**src/rtl/wb_arbiter_pkg.sv**
```systemverilog
// Shared definitions for the writeback arbiter slice.
// Holds the writeback data width, the register-address width, the encodings
// of the 3:1 writeback-mux select, and the round-robin pointer successor helper.
package wb_arbiter_pkg;

   localparam int INST_WIDTH = 32;
   localparam int RD_W       = 5;

   typedef enum logic [1:0] {
      SEL_ALU  = 2'b00,
      SEL_LSU  = 2'b01,
      SEL_MDU  = 2'b10,
      SEL_NONE = 2'b11
   } sel_t;

   // Successor of a source index in the 0,1,2 ring.
   function automatic logic [1:0] rr_next(input logic [1:0] k);
      return (k == 2'd2) ? 2'd0 : k + 2'd1;
   endfunction

endpackage

```
**src/rtl/wb_arbiter_if.sv**
```systemverilog
// Writeback bus between the three execution sources (ALU, LSU, MDU) and the
// register-file write port.
//   stall_i            write port unavailable this cycle
//   <src>_valid_i      source holds a writeback
//   <src>_rd_i         destination register of the source
//   <src>_data_i       writeback data of the source
//   <src>_ready_o      source granted this cycle
//   sel_o              writeback-mux select (00 ALU, 01 LSU, 10 MDU, 11 none)
//   wb_we_o/rd_o/data_o registered register-file write port
// The slave modport is the arbiter; the master modport is the pipeline side.
interface wb_arbiter_if;
   import wb_arbiter_pkg::*;

   logic                  stall_i;
   logic                  alu_valid_i, lsu_valid_i, mdu_valid_i;
   logic [RD_W-1:0]       alu_rd_i, lsu_rd_i, mdu_rd_i;
   logic [INST_WIDTH-1:0] alu_data_i, lsu_data_i, mdu_data_i;
   logic                  alu_ready_o, lsu_ready_o, mdu_ready_o;
   logic [1:0]            sel_o;
   logic                  wb_we_o;
   logic [RD_W-1:0]       wb_rd_o;
   logic [INST_WIDTH-1:0] wb_data_o;

   modport slave (
      input  stall_i,
      input  alu_valid_i, lsu_valid_i, mdu_valid_i,
      input  alu_rd_i, lsu_rd_i, mdu_rd_i,
      input  alu_data_i, lsu_data_i, mdu_data_i,
      output alu_ready_o, lsu_ready_o, mdu_ready_o,
      output sel_o, wb_we_o, wb_rd_o, wb_data_o
   );

   modport master (
      output stall_i,
      output alu_valid_i, lsu_valid_i, mdu_valid_i,
      output alu_rd_i, lsu_rd_i, mdu_rd_i,
      output alu_data_i, lsu_data_i, mdu_data_i,
      input  alu_ready_o, lsu_ready_o, mdu_ready_o,
      input  sel_o, wb_we_o, wb_rd_o, wb_data_o
   );

endinterface

```
**src/rtl/wb_arbiter_mux3.sv**
```systemverilog
// Generic 3:1 multiplexer used on the writeback path.
//   sel_i  00 -> d0_i, 01 -> d1_i, 10 -> d2_i, 11 -> all zeros
//   d0_i/d1_i/d2_i  data inputs, W bits
//   y_o    selected data, W bits
module mux3 #(
   parameter int W = 32
) (
   input  logic [1:0]   sel_i,
   input  logic [W-1:0] d0_i,
   input  logic [W-1:0] d1_i,
   input  logic [W-1:0] d2_i,
   output logic [W-1:0] y_o
);

   always_comb begin
      case (sel_i)
         2'b00:   y_o = d0_i;
         2'b01:   y_o = d1_i;
         2'b10:   y_o = d2_i;
         default: y_o = '0;
      endcase
   end

endmodule

```
**src/rtl/wb_arbiter.sv**
```systemverilog
// Writeback arbiter: picks one of ALU/LSU/MDU per cycle for the single
// register-file write port and registers the winning write.
//   RR_EN  1 = round-robin starting at rr_ptr, 0 = fixed priority ALU > LSU > MDU
//   clk_i  sole clock
//   rst_i  synchronous active-high reset
//   bus    writeback bus (slave side): valid/rd/data in, ready/sel out,
//          registered wb_we_o/wb_rd_o/wb_data_o out one cycle after the grant
module wb_arbiter
   import wb_arbiter_pkg::*;
#(
   parameter bit RR_EN = 1'b1
) (
   input  logic        clk_i,
   input  logic        rst_i,
   wb_arbiter_if.slave bus
);

   // Bit 3 is a constant zero so an index of 3 can never select a request.
   logic [3:0]            valid;
   logic [1:0]            rr_ptr;
   logic [1:0]            idx;
   sel_t                  sel;
   logic [RD_W-1:0]       mux_rd;
   logic [INST_WIDTH-1:0] mux_data;
   logic                  we_q;
   logic [RD_W-1:0]       rd_q;
   logic [INST_WIDTH-1:0] data_q;

   assign valid = {1'b0, bus.mdu_valid_i, bus.lsu_valid_i, bus.alu_valid_i};

   function automatic logic [1:0] mod3_add(input logic [1:0] a, input logic [1:0] b);
      logic [2:0] s;
      s = {1'b0, a} + {1'b0, b};
      return (s >= 3'd3) ? 2'(s - 3'd3) : s[1:0];
   endfunction

   // Grant decision. The round-robin search runs from the farthest offset
   // down to the nearest so the last hit is the first valid source after rr_ptr.
   always_comb begin
      sel = SEL_NONE;
      idx = 2'd0;
      if (!rst_i && !bus.stall_i) begin
         if (RR_EN) begin
            for (int i = 2; i >= 0; i--) begin
               idx = mod3_add(rr_ptr, 2'(i));
               if (valid[idx]) sel = sel_t'(idx);
            end
         end else if (valid[0]) begin
            sel = SEL_ALU;
         end else if (valid[1]) begin
            sel = SEL_LSU;
         end else if (valid[2]) begin
            sel = SEL_MDU;
         end
      end
   end

   assign bus.sel_o       = sel;
   assign bus.alu_ready_o = (sel == SEL_ALU);
   assign bus.lsu_ready_o = (sel == SEL_LSU);
   assign bus.mdu_ready_o = (sel == SEL_MDU);

   mux3 #(.W(INST_WIDTH)) u_data_mux (
      .sel_i (sel),
      .d0_i  (bus.alu_data_i),
      .d1_i  (bus.lsu_data_i),
      .d2_i  (bus.mdu_data_i),
      .y_o   (mux_data)
   );

   mux3 #(.W(RD_W)) u_rd_mux (
      .sel_i (sel),
      .d0_i  (bus.alu_rd_i),
      .d1_i  (bus.lsu_rd_i),
      .d2_i  (bus.mdu_rd_i),
      .y_o   (mux_rd)
   );

   // Output register. A grant to rd=0 still captures rd/data and advances the
   // pointer, but never writes (x0 is hardwired). Without a grant the address
   // and data hold and only the write enable drops.
   always_ff @(posedge clk_i) begin
      if (rst_i) begin
         we_q   <= 1'b0;
         rd_q   <= '0;
         data_q <= '0;
         rr_ptr <= 2'd0;
      end else if (sel != SEL_NONE) begin
         we_q   <= (mux_rd != '0);
         rd_q   <= mux_rd;
         data_q <= mux_data;
         rr_ptr <= rr_next(sel);
      end else begin
         we_q   <= 1'b0;
      end
   end

   assign bus.wb_we_o   = we_q;
   assign bus.wb_rd_o   = rd_q;
   assign bus.wb_data_o = data_q;

endmodule

```
**src/flat_wrapper.sv**
```systemverilog
// flat-port wrapper written by rule: the top's interface ports become plain ports
module wb_arbiter_flat import wb_arbiter_pkg::*;
#(
   parameter bit RR_EN = 1'b1
)
  (clk_i, rst_i, bus_stall_i, bus_alu_valid_i, bus_lsu_valid_i, bus_mdu_valid_i, bus_alu_rd_i, bus_lsu_rd_i, bus_mdu_rd_i, bus_alu_data_i, bus_lsu_data_i, bus_mdu_data_i, bus_alu_ready_o, bus_lsu_ready_o, bus_mdu_ready_o, bus_sel_o, bus_wb_we_o, bus_wb_rd_o, bus_wb_data_o);
  wb_arbiter_if bus_i ();
  input  logic clk_i;
  input  logic rst_i;
  input wire logic [$bits(bus_i.stall_i)-1:0] bus_stall_i;
  input wire logic [$bits(bus_i.alu_valid_i)-1:0] bus_alu_valid_i;
  input wire logic [$bits(bus_i.lsu_valid_i)-1:0] bus_lsu_valid_i;
  input wire logic [$bits(bus_i.mdu_valid_i)-1:0] bus_mdu_valid_i;
  input wire logic [$bits(bus_i.alu_rd_i)-1:0] bus_alu_rd_i;
  input wire logic [$bits(bus_i.lsu_rd_i)-1:0] bus_lsu_rd_i;
  input wire logic [$bits(bus_i.mdu_rd_i)-1:0] bus_mdu_rd_i;
  input wire logic [$bits(bus_i.alu_data_i)-1:0] bus_alu_data_i;
  input wire logic [$bits(bus_i.lsu_data_i)-1:0] bus_lsu_data_i;
  input wire logic [$bits(bus_i.mdu_data_i)-1:0] bus_mdu_data_i;
  output wire logic [$bits(bus_i.alu_ready_o)-1:0] bus_alu_ready_o;
  output wire logic [$bits(bus_i.lsu_ready_o)-1:0] bus_lsu_ready_o;
  output wire logic [$bits(bus_i.mdu_ready_o)-1:0] bus_mdu_ready_o;
  output wire logic [$bits(bus_i.sel_o)-1:0] bus_sel_o;
  output wire logic [$bits(bus_i.wb_we_o)-1:0] bus_wb_we_o;
  output wire logic [$bits(bus_i.wb_rd_o)-1:0] bus_wb_rd_o;
  output wire logic [$bits(bus_i.wb_data_o)-1:0] bus_wb_data_o;
  assign bus_i.stall_i = bus_stall_i;
  assign bus_i.alu_valid_i = bus_alu_valid_i;
  assign bus_i.lsu_valid_i = bus_lsu_valid_i;
  assign bus_i.mdu_valid_i = bus_mdu_valid_i;
  assign bus_i.alu_rd_i = bus_alu_rd_i;
  assign bus_i.lsu_rd_i = bus_lsu_rd_i;
  assign bus_i.mdu_rd_i = bus_mdu_rd_i;
  assign bus_i.alu_data_i = bus_alu_data_i;
  assign bus_i.lsu_data_i = bus_lsu_data_i;
  assign bus_i.mdu_data_i = bus_mdu_data_i;
  assign bus_alu_ready_o = bus_i.alu_ready_o;
  assign bus_lsu_ready_o = bus_i.lsu_ready_o;
  assign bus_mdu_ready_o = bus_i.mdu_ready_o;
  assign bus_sel_o = bus_i.sel_o;
  assign bus_wb_we_o = bus_i.wb_we_o;
  assign bus_wb_rd_o = bus_i.wb_rd_o;
  assign bus_wb_data_o = bus_i.wb_data_o;
  wb_arbiter #(.RR_EN(RR_EN)) u_core (.clk_i(clk_i), .rst_i(rst_i), .bus(bus_i));
endmodule
```
**config.mk**
```make
export PLATFORM = sky130hd
export DESIGN_NAME = wb_arbiter_flat
export DESIGN_NICKNAME = d
export VERILOG_FILES = /design/src/rtl/wb_arbiter_pkg.sv /design/src/rtl/wb_arbiter_if.sv /design/src/rtl/wb_arbiter_mux3.sv /design/src/rtl/wb_arbiter.sv /design/src/flat_wrapper.sv
export SDC_FILE = /design/constraint.sdc
export NUM_CORES = 1
export LEC_CHECK = 0
export CAP_MARGIN = 10
export CELL_PAD_IN_SITES_DETAIL_PLACEMENT = 1
export CELL_PAD_IN_SITES_GLOBAL_PLACEMENT = 1
export CORE_UTILIZATION = 25
export DETAILED_ROUTE_END_ITERATION = 12
export PLACE_DENSITY = 0.78
export RECOVER_POWER = 25
export SKIP_LAST_GASP = 1
export SYNTH_ARGS = -nofsm -noshare
export SYNTH_HDL_FRONTEND = slang
export SYNTH_SLANG_ARGS = --single-unit
```
**constraint.sdc**
```tcl
create_clock -name clk_i -period 3.3 [get_ports clk_i]
set_input_delay 0.66 -clock clk_i [delete_from_list [all_inputs] [get_ports clk_i]]
set_output_delay 0.66 -clock clk_i [all_outputs]
set_load 0.02 [all_outputs]
```
==> results.md, run 1 <==
Synth:
- Summing every instance area after synthesis gives 0.00223 mm2.
- sky130_fd_sc_hd__dfxtp_1 takes more of the synthesized area than any other cell.
- The net count after synthesis is 294.
- The unique cell type count in the Yosys netlist is 31.
- By area the synthesized netlist is led by sky130_fd_sc_hd__dfxtp_1, sky130_fd_sc_hd__mux4_2, sky130_fd_sc_hd__nor2b_1, sky130_fd_sc_hd__mux2i_1, sky130_fd_sc_hd__buf_6.
- The dominant register cell in the synthesized netlist is sky130_fd_sc_hd__dfxtp_1.
- The share of the synthesized area in the top cell type is 35.9%.
- The fraction of the yosys area taken by sequential cells is 35.9%.
- Counting flops and latches in the post-synthesis netlist gives 40.
- Yosys mapped a number of flops with a built-in enable equal to 0.
- The fraction of synthesis flops using an asynchronous set or reset pin is 0%.
- The total number of yosys warnings is 0.
- The average instance area after synthesis is around 13 um2.
- The number of instances in the synthesized netlist is 174.

Route:
- The final layout contains routed wiring with a total length of 7610 um.
- The final antenna-violating net count is 0.
- In the routed layout, each cell is associated on average with a via count of 4.78.
- The iteration-0 DRC count of the detailed router is 44.
- Dividing the detail-routed wire length by the instance count gives 17.3 um.
- The overall via count from detail_route is 2108.
- The first-pass iteration count of the detailed router is 5.
- For this run, design rule violations remaining after detail routing come to 0.

Timing:
- After layout, the minimum clock period comes to 3.20 ns.
- The total negative slack for setup checks is 0 ns.
- After layout, the worst path uses a little over nine tenths of the clock period.
- The final hold violation count is 0.
- The worst clock skew is 0.0103 ns.
- Static timing analysis puts the maximum clock frequency at 312 MHz.
- Measured against its own limit, the worst slew margin works out to 62.3%.
- Setup repair after global routing could not meet its margin everywhere.
- The final worst setup slack is 0.0969 ns.
- The transition time of the tightest slew-check pin is between 0.5 and 0.6 ns.
- The setup violation total in the final timing report is 0.
- The final number of max-transition violations is 0.

Layout:
- In the layout the commonest cells are sky130_fd_sc_hd__clkdlybuf4s50_1, sky130_fd_sc_hd__dfxtp_1, sky130_fd_sc_hd__nor2b_1.
- The post-synthesis to final-layout area growth is 80.3%.
- Leaving out fill and tap cells, the most frequent cell in the layout is sky130_fd_sc_hd__clkdlybuf4s50_1.
- The net count of the finished layout is 453.
- The final antenna diode count is 0.
- The fraction of final layout cells with drive strength greater than 1 is 16.2%.

Worst setup path:
- The most numerous cell type found on the critical path is sky130_fd_sc_hd__clkdlybuf4s50_1.
- STA puts the critical path data required time at between 2 and 3 ns.
- The internal reg-to-reg setup slack is 0.50 ns.
- The launching element type of the critical path is a primary input.
- For this run, the slowest stage of the critical path takes 0.61 ns.
- The arrival time of the worst setup path is 2.54 ns.
- The setup path with the least slack is of type primary input to output pin.
- The kind of cell with the highest combined delay along the critical path is buffers and inverters.
- The peak fanout along the critical path is 7.
- The worst setup path is captured at an output pin.
- The critical path goes through clkdlybuf4s50_1 -> o21ai_0 -> a2bb2oi_1 -> a21oi_4 -> inv_2 -> clkdlybuf4s50_1.
- Together, buffers and inverters on the worst path number 3.
- The critical-path cell with the highest stage delay is sky130_fd_sc_hd__clkdlybuf4s50_1.

Global routing:
- For this run, the total global-route usage over all layers was measured as 16.2%.
- Entering global routing, the biggest net connects 40 pins.
- The total overflow reported by the global router is 0.
- The wire length of the first global-routing pass is 11200 um.
- The number of global-route vias before repair is 2273.
- The number of antenna violations at the first check in global routing was 0.

CTS:
- The number of setup buffers added after CTS is 0.
- The clock sink count is 40.
- After clock tree synthesis, the clock-pin slew on the worst setup and hold paths is approximately 0.07 ns.
- The number of clock buffers inserted by TritonCTS is 5.
- TritonCTS built the clock tree.
- The maximum buffer depth of the clock tree is 2.
- CTS built an H-tree with a depth of 2.
- The insertion delay of the later-clocked pin in the worst-skew pair is approximately 0.29 ns.
- CTS placed an instance of sky130_fd_sc_hd__clkbuf_8 at the clock tree root.

Placed design:
- The final weighted congestion of routability-driven global placement is around 0.79.
- The estimated wirelength of the detail-placed design is ~5900 um.
- The count of input and output buffers is about 160.
- The post-place setup slack is 0.0212 ns.

Floorplanning:
- The I/O pin count is 160.
- The die covers 0.00932 mm2.
- The number of placement rows is 34.
- The core footprint is about 0.0087 mm2.
- The initial core utilization is 25.7%.
- In this run the horizontal extent of the chip is 96.5 um.
- The die is around 97 um tall.

Status:
- The run finished with clean final reports.

Pwr:
- In this run the power density over the cells is 337 mW/mm2.
- The leakage power figure is 1.52 nW.
- The worst supply voltage drop on vdd is 126 uV.

Worst hold path:
- The kind of path behind the tightest hold check is flop to flop.

Job:
- Max-cap violations in this run came to 0.
-- cells by family (layout without fill, tap and decap cells) --
kind of cell / after synthesis / count (layout) / synth area share, %
and+or+nand+nor: 54 / 54 / 14.6
adders and majority gates: 3 / 3 / 1.68
buffers and inverters: 19 / 178 / 4.65
DFF: 40 / 40 / 35.9
muxes: 41 / 41 / 38.0
AOI/OAI and AO/OA: 17 / 17 / 5.21
-- cell type report --
| class | count | area, um2 |
|---|---|---|
| fillers | 930 | 4650 |
| inverters | 6 | 22.5 |
| well taps | 108 | 135 |
| clock inverters | 2 | 12.5 |
| clock buffers | 5 | 68.8 |
| multi-input cells | 115 | 1340 |
| flip-flops and latches | 40 | 801 |
| repair buffers | 165 | 1650 |
-- synth_stat cells, types with 2 or more instances --
master / number
sky130_fd_sc_hd__dfxtp_1: 40
sky130_fd_sc_hd__nor2b_1: 37
sky130_fd_sc_hd__mux4_2: 35
sky130_fd_sc_hd__clkbuf_1: 7
sky130_fd_sc_hd__mux2i_1: 5
sky130_fd_sc_hd__buf_6: 4
sky130_fd_sc_hd__inv_1: 4
sky130_fd_sc_hd__nand2_1: 4
sky130_fd_sc_hd__nor2_1: 4
sky130_fd_sc_hd__ha_1: 3
sky130_fd_sc_hd__o21ai_1: 3
sky130_fd_sc_hd__a211oi_1: 2
sky130_fd_sc_hd__a21oi_1: 2
sky130_fd_sc_hd__a21oi_2: 2
sky130_fd_sc_hd__buf_2: 2
sky130_fd_sc_hd__inv_2: 2
sky130_fd_sc_hd__nor4_1: 2
sky130_fd_sc_hd__o211ai_1: 2
sky130_fd_sc_hd__o21ai_0: 2
-- report_power, final --
| group | internal, mW | switching [mW] | leakage, nW |
|---|---|---|---|
| logic | 0.310 | 0.179 | 1.15 |
| registers | 0.524 | 0.0200 | 0.328 |
| clock network | 0.144 | 0.179 | 0.0400 |
-- flip-flops by register name, indices dropped and copies added (netlist names) --
| signal | flops |
|---|---|
| u_core.bus.wb_we_o | 1 |
| u_core.bus.wb_data_o | 32 |
| u_core.rr_ptr | 2 |
| u_core.bus.wb_rd_o | 5 |
-- routing by layer --
layer  GRT usage (%)  up-vias  part of all wire [%]  wire (um)
met5               0        -                     0          0
met4            4.90        0                   1.4        108
met3            6.10        9                    11        846
met2            30.2      107                    50       3820
met1            16.7     1013                    37       2830
li1                -      979                     -          -
-- path summary, 6_finish.rpt --
path / start / endpoint / cells past startpoint
worst max-delay path: bus_mdu_valid_i / bus_sel_o[1] / 6
worst min-delay path: u_core.rr_ptr[0]$_SDFFE_PP0N_ / u_core.rr_ptr[0]$_SDFFE_PP0N_ / 2
worst max register to register: u_core.rr_ptr[0]$_SDFFE_PP0N_ / u_core.bus.wb_data_o[17]$_SDFFE_PP0N_ / 9
worst min register to register: u_core.rr_ptr[0]$_SDFFE_PP0N_ / u_core.rr_ptr[0]$_SDFFE_PP0N_ / 2
-- tightest hold or removal path: stages (launching register included) --
cell and delay [ns]:
sky130_fd_sc_hd__dfxtp_1 0.33, sky130_fd_sc_hd__nand3_1 0.08, sky130_fd_sc_hd__a21oi_1 0.06
-- repair_timing --
action                     CTS  global route
setup endpoints to repair    0             4
gates resized for setup      0             4
hold buffers                 0             0
-- per-stage QoR --
stage / power [mW] / cell area, um2 / std cells / util (%) / hold slack, ns
3_3_place_gp: 1.05 / 3940 / 434 / 45.4 / 0.487
2_1_floorplan: 0.794 / 2230 / 174 / - / 0.465
6_report: 1.36 / 4030 / 441 / 46.4 / 0.512
3_5_place_dp: 1.06 / 3940 / 434 / 45.4 / 0.503
5_1_grt: 1.43 / 4030 / 441 / 46.4 / 0.536
4_1_cts: 1.39 / 4020 / 441 / 46.3 / 0.514
(Power assumes the default switching activity.)
==> run 2, diff against run 1 <==
--- a/config.mk
+++ b/config.mk
@@ -6,11 +6,10 @@
 export NUM_CORES = 1
 export LEC_CHECK = 0
 export CAP_MARGIN = 10
-export CELL_PAD_IN_SITES_DETAIL_PLACEMENT = 1
-export CELL_PAD_IN_SITES_GLOBAL_PLACEMENT = 1
-export CORE_UTILIZATION = 25
+export CORE_UTILIZATION = 35
 export DETAILED_ROUTE_END_ITERATION = 12
-export PLACE_DENSITY = 0.78
+export GPL_TIMING_DRIVEN = 0
+export PLACE_DENSITY_LB_ADDON = 0.3
 export RECOVER_POWER = 25
 export SKIP_LAST_GASP = 1
 export SYNTH_ARGS = -nofsm -noshare
==> run 2 against run 1 <==
  * Non-clock buffer count grew 9
  * Critical path type unchanged
  * Clock skew fell by 0.0073 ns
  * Highest routed layer unchanged
  * Power up 8.3%
  * Register-to-register slack improved by 0.19 ns
  * Cell count down 5.2%
  * Die area decreased by 28%
  * Largest cell class unchanged
  * Worst setup slack gained 0.051 ns
  * Count of clock-buffer cells in the layout is 2 higher
  * Global-route usage rose by 2.7 points
  * Core utilization grew 21 points
==> results.md, run 2 (synthesized netlist as in run 1, its figures left out) <==
Status:
- The run finished with clean final reports.

Worst hold path:
- The terminating pin of the worst hold path is u_core.bus.wb_rd_o[0]$_SDFFE_PP0N_.
- The worst hold path begins at u_core.bus.wb_rd_o[0]$_SDFFE_PP0N_.
- The worst hold path belongs to the class flop to flop.
- The worst hold path was traced through 2 stages.

Layout:
- The number of antenna diodes in the final layout is 0.
- For this run, the number of standard cells in the final layout without fillers is 418.
- Of the cells placed in the final design, the portion with a size suffix greater than 1 is approximately 17%.
- The final standard cell area without fillers is just over 0.004 mm2.
- After the last flow step, the layout net total stands at about 460.
- The top cell types in the final layout, fill and taps aside, are sky130_fd_sc_hd__clkdlybuf4s50_1, sky130_fd_sc_hd__dfxtp_1, sky130_fd_sc_hd__nor2b_1.
- Leaving out fill and tap cells, the most frequent cell in the layout is sky130_fd_sc_hd__clkdlybuf4s50_1.
- The register with the most flip-flops in the layout has 32 of them.
- The area growth from synthesis to layout is 82.4%.

Global routing:
- The global router's overall resource usage is 18.9%.
- Entering global routing, the biggest net connects 13 pins.
- The first global-routing pass estimated between 9000 and 10000 um of wire.
- The number of global-route vias before repair is 2077.
- Global routing finished with a remaining overflow of 0.
- The number of antenna violations at the first check in global routing is 0.

CTS:
- The clock transition at the registers of the reported paths is 0.08 ns.
- The clock tree from TritonCTS is built.
- The root buffer cell is sky130_fd_sc_hd__clkbuf_8.
- The insertion delay of the later-clocked pin in the worst-skew pair is just under 0.3 ns.
- The number of clock buffers inserted by TritonCTS is 5.
- The clock sink count is 40.
- The maximum buffer depth of the clock tree is 2.
- The number of hold buffers added after cts is 0.
- The count of H-tree levels built during CTS is 2.

Worst setup path:
- Data arrives at the worst endpoint at 2.49 ns.
- The worst setup path is of the primary input to output pin kind.
- The endpoint kind of the worst setup timing path is an output pin.
- The required time at the worst-slack endpoint is 2.64 ns.
- The worst register-to-register path has a depth of 9.
- The worst register-to-register path ends at u_core.bus.wb_data_o[31]$_SDFFE_PP0N_.
- The launching element type of the critical path is a primary input.
- In this run the critical register-to-register path is launched from u_core.rr_ptr[0]$_SDFFE_PP0N_.
- The peak fanout along the critical path is 7.
- The setup check on the worst reg-to-reg path leaves a slack of 0.69 ns.

Pwr:
- The sequential cell fraction of total power is a little under two fifths.
- The leakage power figure is 1.54 nW.
- The combinational cell fraction of total power is 33.2%.
- The worst-case IR drop observed on VDD is 200 uV.
- The analysis attributes to net switching a power of 0.364 mW.
- Cell internal power was estimated by the tool at 1.10 mW.
- The switching portion of total power is 24.8%.
- The share of total power dissipated in the clock network is between 20% and 30%.
- The design draws 1.47 mW.
- Dividing total power by cell area gives a power density of between 300 and 400 mW/mm2.

Route:
- After detailed routing, the number of remaining DRC violations is 0.
- In the final routed layout, each cell accounts on average for 15.4 um.
- The detailed router finished its first iteration with 41 violations.
- The final antenna-violating net count is 0.
- The vias per cell is 5.02.
- For this block, the routed nets add up to between 6000 and 7000 um of wire.
- The first-pass iteration count of the detailed router is 4.
- The final route contains 2098 vias.

Timing:
- Clock skew on the completed layout was measured at 0.00302 ns.
- Derived from the worst setup path, the maximum achievable clock frequency is 317 MHz.
- The setup violation total in the final timing report is 0.
- The share of the cycle needed by the critical path after routing is 95.5%.
- The minimum period implied by the final worst setup slack is 3.15 ns.
- Measured against its own limit, the worst slew margin works out to between 60 and 70%.
- The final number of max-transition violations is 0.
- Setup repair after global routing left no endpoint under its margin.
- The total negative slack for setup checks is 0 ns.
- For the pin with the worst max-slew slack, the measured transition is 0.568 ns.
- Final hold analysis gives a worst-case slack of roughly 0.50 ns.
- The final hold violation count came to 0.

Floorplanning:
- The die covers 0.00670 mm2.
- The die height is 81.9 um.
- The initial core utilization is 37.1%.
- The die is 81.9 um wide.
- In this run the count of I/O pins placed on the die edge is 160.
- The region available for standard cell placement spans roughly 0.0060 mm2.
- The number of placement rows is 28.

Placed design:
- Once detailed placement completed, the half-perimeter wirelength came to 5200 um.
- The count of input and output buffers is 159.
- The number of cells after detailed placement is 408.
- The area of placed instances is 0.00392 mm2.
- The final weighted congestion of routability-driven global placement is 0.789.

Job:
- Max-cap violations in this run came to 0.
==> run 2: how the worst max path moves through the flow <==
stage / startpoint / endpoint / slack, ns / depth (start not counted)
after floorplan: u_core.rr_ptr[0]$_SDFFE_PP0N_ / bus_mdu_ready_o / 0.69 / 9
after global placement: bus_alu_valid_i / bus_alu_ready_o / -0.32 / 8
after detailed placement: bus_mdu_valid_i / bus_alu_ready_o / -0.38 / 8
after CTS: bus_mdu_valid_i / bus_alu_ready_o / -0.23 / 8
after global routing: bus_mdu_valid_i / bus_sel_o[1] / 0.05 / 6
final: bus_mdu_valid_i / bus_sel_o[1] / 0.15 / 6
==> run 2: what timing repair did <==
| item | in CTS | in global routing |
|---|---|---|
| buffers inserted | 0 | 2 |
| resized for setup | 6 | 1 |
| hold endpoints to repair | 0 | 0 |
| gates cloned | 0 | 0 |
| setup endpoints to repair | 4 | 3 |
| pin swaps | 0 | 2 |
==> run 2: power by group through the flow <==
stage | clock, mW | sequential [mW] | combinational (mW)
after global routing | 0.466 | 0.547 | 0.522
final | 0.438 | 0.542 | 0.488
after global placement | 0 | 0.553 | 0.487
after CTS | 0.452 | 0.544 | 0.499
after floorplan | 0 | 0.603 | 0.191
after detailed placement | 0 | 0.555 | 0.494
==> run 2: critical path, cell delays in order <==
cell and delay [ns]:
sky130_fd_sc_hd__clkdlybuf4s50_1 0.58, sky130_fd_sc_hd__o21ai_0 0.11, sky130_fd_sc_hd__a2bb2oi_1 0.29, sky130_fd_sc_hd__a21oi_4 0.11
sky130_fd_sc_hd__inv_2 0.13, sky130_fd_sc_hd__clkdlybuf4s50_1 0.62
==> run 2: per-stage QoR <==
step	util (%)	worst slack, ns
4_1_cts	67.3	-0.225
3_3_place_gp	65.0	-0.324
5_1_grt	67.6	0.0516
2_1_floorplan	-	0.690
6_report	67.6	0.148
3_5_place_dp	65.0	-0.378
==> run 2: layer usage <==
metal / global-route usage [%] / up-vias / routed length, um
met4: 8.95 / 0 / 130
li1: - / 999 / -
met3: 3.44 / 8 / 397
met1: 21.4 / 1016 / 2480
met2: 33.8 / 75 / 3420
met5: 0 / - / 0
==> run 2: cell type report <==
| class | count | area, um2 |
|---|---|---|
| Fill cell | 488 | 1950 |
| Timing Repair Buffer | 161 | 1610 |
| Multi-Input combinational cell | 115 | 1340 |
| Sequential cell | 40 | 801 |
| Clock buffer | 7 | 96.3 |
| Tap cell | 75 | 93.8 |
| Buffer | 13 | 83.8 |
| Clock inverter | 1 | 30.0 |
| Inverter | 6 | 22.5 |
==> run 3, diff against run 2 <==
--- a/config.mk
+++ b/config.mk
@@ -10,8 +10,9 @@
 export DETAILED_ROUTE_END_ITERATION = 12
 export GPL_TIMING_DRIVEN = 0
 export PLACE_DENSITY_LB_ADDON = 0.3
-export RECOVER_POWER = 25
+export RECOVER_POWER = 50
 export SKIP_LAST_GASP = 1
 export SYNTH_ARGS = -nofsm -noshare
 export SYNTH_HDL_FRONTEND = slang
 export SYNTH_SLANG_ARGS = --single-unit
+export TNS_END_PERCENT = 100
==> run 3 against run 2 <==
  * Power is 0.56% lower
  * Via count is 0.29% higher
  * Sequential share of layout area hardly changed
  * Sequential power hardly changed
  * Largest power group unchanged
  * Die area stayed put
  * Non-clock buffer count stayed put
  * Register-to-register slack worse by 0.14 ns
  * Count of clock-buffer cells in the layout stayed put
  * Global-route usage stayed put
  * Clock power hardly changed
  * Design area hardly changed
==> results.md, run 3 (synthesized netlist as in run 1, its figures left out) <==
Placed design:
- Routability-driven placement finished with a final weighted congestion of 0.789.
- The estimated wirelength of the detail-placed design is 5200 um.
- The number of cells after detailed placement is 408.
- OpenSTA, run right after detailed placement, puts the worst setup slack at -0.378 ns.
- The count of input and output buffers is about 160.

Layout:
- The fraction of final layout cells with drive strength greater than 1 is 16.3%.
- The register with the most flip-flops in the layout has 32 of them.
- For this run, the post-layout net count is approximately 460.
- In the layout the commonest cells are sky130_fd_sc_hd__clkdlybuf4s50_1, sky130_fd_sc_hd__dfxtp_1, sky130_fd_sc_hd__dlygate4sd3_1.
- The number of antenna diodes in the final layout is 0.
- The count of non-filler cells in the finished layout is between 400 and 500.
- After filler insertion, the fill cell instance count of the layout stands at 490.
- The library cell used most frequently in the layout, excluding fill and tap cells, is sky130_fd_sc_hd__clkdlybuf4s50_1.
- The area growth from synthesis to layout is 82.2%.

Floorplanning:
- For this design the top-level I/O count stands at 160.
- The die area is around 0.0067 mm2.
- The region available for standard cell placement spans 0.00603 mm2.
- Measured along the x axis, the die boundary spans 81.9 um.
- After floorplanning, the core was divided into 28 placement rows.
- The die height is 81.9 um.
- The initial utilization of the core area, before any placement, comes to 37.1%.

CTS:
- The clock transition at the registers of the reported paths is 0.08 ns.
- The H-tree generated during clock tree synthesis spans 2 levels.
- CTS placed an instance of sky130_fd_sc_hd__clkbuf_8 at the clock tree root.
- The number of clock buffers inserted by TritonCTS is 5.
- The clock tree from TritonCTS is built.
- The maximum buffer depth of the clock tree is 2.
- The clock sink count is 40.
- Clock latency on the worst-skew pair, taken at its later pin, is roughly 0.29 ns.

Timing:
- The transition time of the tightest slew-check pin is 0.565 ns.
- Dividing the final minimum period by the clock period gives about 95%.
- Timing would allow up to 318 MHz.
- For the final routed database, the setup TNS stands at 0 ns.
- Between clock sinks in the finished design, the worst skew comes to 0.00301 ns.
- Setup repair after global routing left no endpoint under its margin.
- The final hold violation count is 0.
- The final number of max-transition violations is 0.
- The final worst hold slack is 0.497 ns.
- The final worst setup slack is 0.153 ns.
- The worst path needs 3.15 ns of the cycle, external delays included.
- The setup violation total in the final timing report is 0.
- The relative slew slack is between 60 and 70%.

Route:
- The overall via count from detail_route is roughly 2100.
- In the routed design, unresolved DRC markers number 0.
- The pre-antenna-repair detailed-routing pass consisted of 4 iterations.
- The average wire length per cell after detail routing is around 15 um.
- The count of nets left with antenna violations once routing finished came out at 0.
- After detailed routing, the total wire length is about 6400 um.
- The iteration-0 DRC count of the detailed router is 41.
- Dividing the detail-routed via count by the number of cells gives just over 5.

Pwr:
- Summed over all nets, the switching power comes to 0.363 mW.
- Sequential cells burn 37.1% of the power.
- Combinational cells account for 32.9% of the total power.
- Of the total power, the clock network draws a little under a third.
- Power spread over the standard cell area amounts to 359 mW/mm2.
- The leakage power figure is 1.58 nW.
- The switching portion of total power is 24.9%.
- VDD sags by at most 199 uV.
- The internal portion of the total power is 1.10 mW.
- The design draws 1.46 mW.

Status:
- The flow ran to the end, and the final reports show no timing, DRC or antenna violations.

Worst setup path:
- The peak fanout along the critical path is 7.
- The most frequent cell on the critical path is sky130_fd_sc_hd__clkdlybuf4s50_1.
- The required time at the worst-slack endpoint is 2.64 ns.
- Among all stages on the critical path, the largest delay is contributed by sky130_fd_sc_hd__clkdlybuf4s50_1.
- The signal on the critical path passes through clkdlybuf4s50_1 -> o21ai_0 -> a2bb2oi_1 -> a21oi_4 -> inv_2 -> clkdlybuf4s50_1.
- In this run the register-to-register setup slack is about 0.55 ns.
- The endpoint kind of the worst setup timing path is an output pin.
- For this run, the slowest stage of the critical path takes between 0.6 and 0.7 ns.
- The critical path start-end classification is primary input to output pin.
- The arrival time of the worst setup path is 2.49 ns.
- STA classifies the critical path startpoint as a primary input.

Global routing:
- The number of antenna violations at the first check in global routing is 0.
- The global router's overall resource usage is a little under a fifth.
- Entering global routing, the biggest net connects 13 pins.
- The number of global-route vias before repair is around 2100.
- For this run the aggregate overflow at the end of global routing stands at 0.
- The first global-routing pass estimated 9440 um of wire.

Worst hold path:
- The kind of path behind the tightest hold check is flop to flop.

Job:
- Max-cap violations in this run came to 0.
-- run 3: cell count changes in the layout (fill, tap and decap cells not counted) --
cell                              change
sky130_fd_sc_hd__clkdlybuf4s50_1     -19
sky130_fd_sc_hd__clkbuf_1             +1
sky130_fd_sc_hd__buf_4                -1
sky130_fd_sc_hd__dlygate4sd3_1       +19
-- run 3: worst paths after layout --
path,start,to,cells after the start
min,u_core.bus.wb_rd_o[0]$_SDFFE_PP0N_,u_core.bus.wb_rd_o[0]$_SDFFE_PP0N_,2
max reg2reg,u_core.rr_ptr[0]$_SDFFE_PP0N_,u_core.bus.wb_data_o[31]$_SDFFE_PP0N_,9
max,bus_mdu_valid_i,bus_sel_o[1],6
min reg2reg,u_core.bus.wb_rd_o[0]$_SDFFE_PP0N_,u_core.bus.wb_rd_o[0]$_SDFFE_PP0N_,2
-- run 3: cell type report --
| type | count | area (um2) | area share [%] |
|---|---|---|---|
| Timing Repair Buffer | 161 | 1600 | 39.3 |
| Multi-Input combinational cell | 115 | 1340 | 33.0 |
| Sequential cell | 40 | 801 | 19.7 |
| Clock buffer | 7 | 96.3 | 2.37 |
| Tap cell | 75 | 93.8 | 2.31 |
| Buffer | 13 | 83.8 | 2.06 |
| Clock inverter | 1 | 30.0 | 0.738 |
| Inverter | 6 | 22.5 | 0.553 |
-- run 3: timing repair --
action / CTS / global route
hold buffers: 0 / 0
resized for setup: 6 / 1
endpoints found under the setup margin: 4 / 3
pin swaps: 0 / 2
setup buffers: 0 / 2
-- run 3: per-stage QoR --
| stage | instance area [um2] | util [%] |
|---|---|---|
| finish | 4070 | 67.5 |
| global route | 4070 | 67.5 |
| CTS | 4060 | 67.3 |
| detailed placement | 3920 | 65.0 |
| global placement | 3920 | 65.0 |
| floorplan | 2230 | - |
-- run 3: per-layer routing --
metal	vias up	GRT usage (%)	part of all wire, %
met5	-	0	0
met4	0	8.95	2.0
met3	8	3.44	6.3
met2	77	33.8	53
met1	1019	21.4	38
li1	1000	-	-
-- run 3: worst max-delay path: cells and delay by family --
kind                   cells  cell delay (ns)
buffers and inverters      3             1.33
AOI/OAI and AO/OA          3             0.50
-- run 3: power by group through the flow --
stage | Sequential, mW | Combinational, mW | Clock (mW)
detailed placement | 0.555 | 0.494 | 0
CTS | 0.544 | 0.499 | 0.452
global placement | 0.553 | 0.487 | 0
finish | 0.541 | 0.480 | 0.438
floorplan | 0.603 | 0.191 | 0
global route | 0.547 | 0.514 | 0.466
